File: config.mk
export PLATFORM = sky130hd
export DESIGN_NAME = uart_tx_scheduler
export DESIGN_NICKNAME = d
export VERILOG_FILES = /design/src/rtl/uart_pkg.sv /design/src/rtl/rr_arbiter2.sv /design/src/rtl/uart_tx_scheduler.sv
export SDC_FILE = /design/constraint.sdc
export NUM_CORES = 1
export LEC_CHECK = 0
export ABC_AREA = 1
export BUFFER_PORTS_ARGS = -buffer_cell sky130_fd_sc_hd__buf_2
export CAP_MARGIN = 0
export CORE_MARGIN = 5
export CORE_UTILIZATION = 43
export CTS_CLUSTER_DIAMETER = 80
export DETAILED_ROUTE_END_ITERATION = 8
export HOLD_SLACK_MARGIN = 0.1
export PLACE_DENSITY_LB_ADDON = 0.1
export SLEW_MARGIN = 20
export SYNTH_ARGS = -nofsm -noshare
export SYNTH_HDL_FRONTEND = slang
export SYNTH_HIERARCHICAL = 1
export SYNTH_SLANG_ARGS = --single-unit
File: constraint.sdc
create_clock -name clock -period 1.7 [get_ports clock]
set_clock_uncertainty 0.15 [all_clocks]
set_input_delay 0.34 -clock clock [delete_from_list [all_inputs] [get_ports clock]]
set_output_delay 0.34 -clock clock [all_outputs]
set_load 0.02 [all_outputs]
File: src/rtl/uart_pkg.sv
// rtl/uart_pkg.sv - shared state type and constants for the UART transmit scheduler
package uart_pkg;

  typedef enum logic [1:0] {
    IDLE  = 2'd0,
    START = 2'd1,
    ARM   = 2'd2,
    WAIT  = 2'd3
  } UartSchedState;

  localparam int unsigned UART_SCHED_TIMEOUT_DEFAULT = 4096;

endpackage

File: src/rtl/rr_arbiter2.sv
// rtl/rr_arbiter2.sv - two-way round-robin grant; grant is one-hot or zero
module rr_arbiter2 (
  input  logic [1:0] req,
  input  logic       last_grant,
  output logic [1:0] grant
);

  // Contention goes to whichever requester was not served last.
  always_comb begin
    grant = req;
    if (req == 2'b11) begin
      grant = last_grant ? 2'b01 : 2'b10;
    end
  end

endmodule

File: src/rtl/uart_tx_scheduler.sv
// rtl/uart_tx_scheduler.sv - arbitrates two byte requesters onto one UART transmitter core
// Optional completion timeout enabled by macro UART_TX_SCHED_TIMEOUT_EN.
module uart_tx_scheduler
  import uart_pkg::*;
#(
  parameter int unsigned TIMEOUT_CYCLES = UART_SCHED_TIMEOUT_DEFAULT
) (
  input  logic       clock,
  input  logic       reset,
  input  logic       req0_valid,
  input  logic [7:0] req0_byte,
  output logic       req0_ready,
  input  logic       req1_valid,
  input  logic [7:0] req1_byte,
  output logic       req1_ready,
  output logic [7:0] uart_byte,
  output logic       uart_en_n,
  input  logic       uart_complete,
  output logic       busy,
  output logic       last_grant,
  output logic       timeout_err
);

  UartSchedState state_q, state_d;
  logic [7:0]    uart_byte_q, uart_byte_d;
  logic          last_grant_q, last_grant_d;
  logic          timeout_err_q, timeout_err_d;
  logic [1:0]    grant;
  logic          accept;
  logic          timeout_hit;

  rr_arbiter2 u_arb (
    .req        ({req1_valid, req0_valid}),
    .last_grant (last_grant_q),
    .grant      (grant)
  );

  // Readys are gated by reset so nothing is accepted on the reset edge.
  assign accept = (state_q == IDLE) && reset && (grant != 2'b00);

`ifdef UART_TX_SCHED_TIMEOUT_EN
  localparam int unsigned CNT_W = $clog2(TIMEOUT_CYCLES + 1);
  logic [CNT_W-1:0] tmo_cnt_q, tmo_cnt_d;

  always_comb begin
    tmo_cnt_d = tmo_cnt_q;
    if (state_q == START) begin
      tmo_cnt_d = '0;
    end else if ((state_q == ARM) || (state_q == WAIT)) begin
      tmo_cnt_d = tmo_cnt_q + 1'b1;
    end
  end

  assign timeout_hit = ((state_q == ARM) || (state_q == WAIT)) &&
                       (tmo_cnt_q == CNT_W'(TIMEOUT_CYCLES - 1));

  always_ff @(posedge clock) begin
    if (!reset) begin
      tmo_cnt_q <= '0;
    end else begin
      tmo_cnt_q <= tmo_cnt_d;
    end
  end
`else
  logic unused_timeout_cfg;
  assign unused_timeout_cfg = ^TIMEOUT_CYCLES;
  assign timeout_hit        = 1'b0;
`endif

  always_ff @(posedge clock) begin
    if (!reset) begin
      state_q <= IDLE;
    end else begin
      state_q <= state_d;
    end
  end

  always_comb begin
    state_d = state_q;
    case (state_q)
      IDLE:    if (accept) state_d = START;
      START:   state_d = ARM;
      ARM:     if (!uart_complete) state_d = WAIT;
      WAIT:    if (uart_complete) state_d = IDLE;
      default: state_d = IDLE;
    endcase
    if (timeout_hit) begin
      state_d = IDLE;
    end
  end

  always_comb begin
    uart_byte_d   = uart_byte_q;
    last_grant_d  = last_grant_q;
    timeout_err_d = timeout_err_q | timeout_hit;
    if (accept) begin
      uart_byte_d  = grant[1] ? req1_byte : req0_byte;
      last_grant_d = grant[1];
    end
  end

  always_ff @(posedge clock) begin
    if (!reset) begin
      uart_byte_q   <= 8'h00;
      last_grant_q  <= 1'b1;
      timeout_err_q <= 1'b0;
    end else begin
      uart_byte_q   <= uart_byte_d;
      last_grant_q  <= last_grant_d;
      timeout_err_q <= timeout_err_d;
    end
  end

  always_comb begin
    req0_ready = 1'b0;
    req1_ready = 1'b0;
    uart_en_n  = 1'b1;
    busy       = 1'b1;
    case (state_q)
      IDLE: begin
        busy       = 1'b0;
        req0_ready = grant[0] & reset;
        req1_ready = grant[1] & reset;
      end
      START:   uart_en_n = 1'b0;
      default: ;
    endcase
  end

  assign uart_byte   = uart_byte_q;
  assign last_grant  = last_grant_q;
  assign timeout_err = timeout_err_q;

endmodule

==> run metrics <==
commonest non-fill, non-tap cell in the layout=buf_2; vias in the first global route=634; fill count=147; post-placement cell count=151; antenna diode count=0; post-route insts no fill=156; first-pass GRT wire length=2610 µm; flip-flop and latch area=226 µm²; Starting DRT DRC Count=9; WP data required=1.21 ns; CP cell instances=inv_2 -> ha_4 -> nand2_4 -> nor2_4 -> buf_6; Rows=14; min Tclk post-route=1.66 ns; slowest library cell on the worst path=dfxtp_4; fmax=0.604 GHz; maxcap violations=0; CTS tree=done; Synth Warn #=6; Final setup viols=0; number of port buffers=33; Synth Net Count=128; pwr dens=1240 mW/mm²; total wire length=1670 µm; Post-Synth Simple-Gate Area=0.361; detailed-route via count=709; post-synthesis mux area share=0; Min-Delay Path Class=input pin to flip-flop; Final Util=0.628; cts hold-fix bufs=0; wire per inst=10.7 µm; Die Wd=49.8 µm; final instance area=946 µm²; RSZ-0062 raised after global routing=true; Total Routing Usage GR=0.131; worst hold slack=0.246 ns; H-tree depth=1; Yosys cell types=22; status=finished clean; Overflow after GRT=0; CTS max path bufs=2; leak pwr=0.523 nW; Post-route DRC=0; clock buffer count from CTS=3; Final Max Tran Viols=0; CORE AREA=0.00151 mm²; Die Height=49.8 µm; CP Launch Type=flip-flop; most frequent cells in the layout=31 x buf_2, 30 x nand2_1, 19 x nor2_1; clk sinks=11; Worst setup EP type=output port; Mapped Cells=103; fin crit share=0.974; initial antenna violation count=0; GRT met2 Usage=0.227; Worst-Skew Late Latency=0.26 ns; IO Pins=35; DP HPWL=1250 µm; GPL Wtd Cong=0.732; largest family of logic cells by synthesized area=simple AND/OR/NAND/NOR gates; CP Buf/Inv Count=2; Post-DP Area=848 µm²; ANT nets after route=0; Root Driver=clkbuf_4; total chip power=1.17 mW; layout cells sized above 1=0.421; sequential-to-total area share from yosys stat=0.324; GRT met1 Usage=0.149; post-synthesis adder-cell area fraction=0.0737; final hold violations=0; compound-cell area share of the yosys netlist=0.101; Arr. time, crit path=1.17 ns; post-synthesis cell area=679 µm²; Via density=4.54; Reg2Reg Setup Slack=0.17 ns; Clock transition at path regs=0.08 ns; first-pass iteration count of the detailed router=3; kind of critical path=flip-flop to output port; overall die area=0.00248 mm²; post-synthesis sequential element count=11; GR Util met3=0.0361; GR peak layer=met2; Crit path max-delay family=flip-flops; Mean Syn Cell Area=6.60 µm²; peak supply drop=0.795 mV; Starting Density=0.451; critical path fanouts, max=4; nets@finish=166; post-synthesis xor/xnor area fraction=0; area occupied by multi-input gates=407 µm²; max incr delay on CP=0.36 ns; largest net degree at the start of global routing=12; Area Growth Syn to Fin=39.2%
[worst register-to-register path, cell delays in order, from the launching register on]
cell and delay [ns]:
dfxtp_2 0.37, inv_4 0.05, buf_4 0.13, ha_1 0.20
or2_2 0.27, o21ai_0 0.20, a21oi_2 0.05
[layout make-up]
class,instances,share of cell area
multi-input cells,76,0.430
inverters,12,0.0582
flip-flops and latches,11,0.239
repair buffers,37,0.224
well taps,16,0.0212
clock buffers,4,0.0278
[metrics by stage]
stage | setup WS (ns) | TNS (ns)
2_1_floorplan | 0.110 | 0
3_3_place_gp | 0.108 | 0
3_5_place_dp | 0.0839 | 0
4_1_cts | 0.00197 | 0
5_1_grt | -0.0155 | -0.0155
6_report | 0.0444 | 0
[logic make-up after synthesis]
family | count (synthesis)
flip-flops | 11
adder cells (fa/ha/maj) | 4
AND/OR/NAND/NOR | 58
other | 1
AO/OA/AOI/OAI | 13
buffers and inverters | 16
[path summary, 6_finish.rpt]
kind                      from      endpoint  cells past startpoint
setup reg to reg    state_q[0]    state_q[0]                      6
hold reg to reg   uart_byte[1]  uart_byte[1]                      2
setup / recovery    state_q[1]    req1_ready                      5
hold / removal    req0_byte[4]  uart_byte[4]                      5
[registers in the layout, summed over array words and instances, names as in the netlist]
name and flops:
state_q 2, uart_byte 8, last_grant 1
[synth_stat cells]
cell type	n	area share
a21oi_1	3	0.022
a21oi_2	1	0.013
buf_4	1	0.011
buf_6	1	0.017
buf_8	1	0.022
clkbuf_2	1	0.0074
clkinv_1	1	0.0055
conb_1	1	0.0055
dfxtp_1	11	0.32
ha_1	4	0.074
inv_1	8	0.044
inv_2	2	0.011
inv_8	1	0.017
nand2_1	31	0.17
nand2_2	1	0.0092
nand2_4	2	0.033
nand3_1	1	0.0074
nand3_2	1	0.015
nor2_1	21	0.12
o21ai_0	1	0.0074
o21ai_1	8	0.059
or2_2	1	0.0092
[repair_timing]
| item | 4_1_cts | 5_1_grt |
|---|---|---|
| setup buffers | 0 | 1 |
| pin swaps | 1 | 3 |
| endpoints found under the setup margin | 2 | 2 |
| resized for setup | 11 | 10 |
[where the power goes]
part | leakage [nW] | switching [mW] | total, mW | internal [mW]
combinational | 0.417 | 0.374 | 0.618 | 0.244
clock | 0.0150 | 0.0915 | 0.182 | 0.0906
sequential | 0.0912 | 0.0426 | 0.371 | 0.328
[per-layer routing]
layer / wire [µm] / vias up
li1: - / 389
met1: 703 / 304
met2: 858 / 14
met3: 96 / 2
met4: 12 / 0
met5: 0 / -
(Power assumes the default switching activity.)
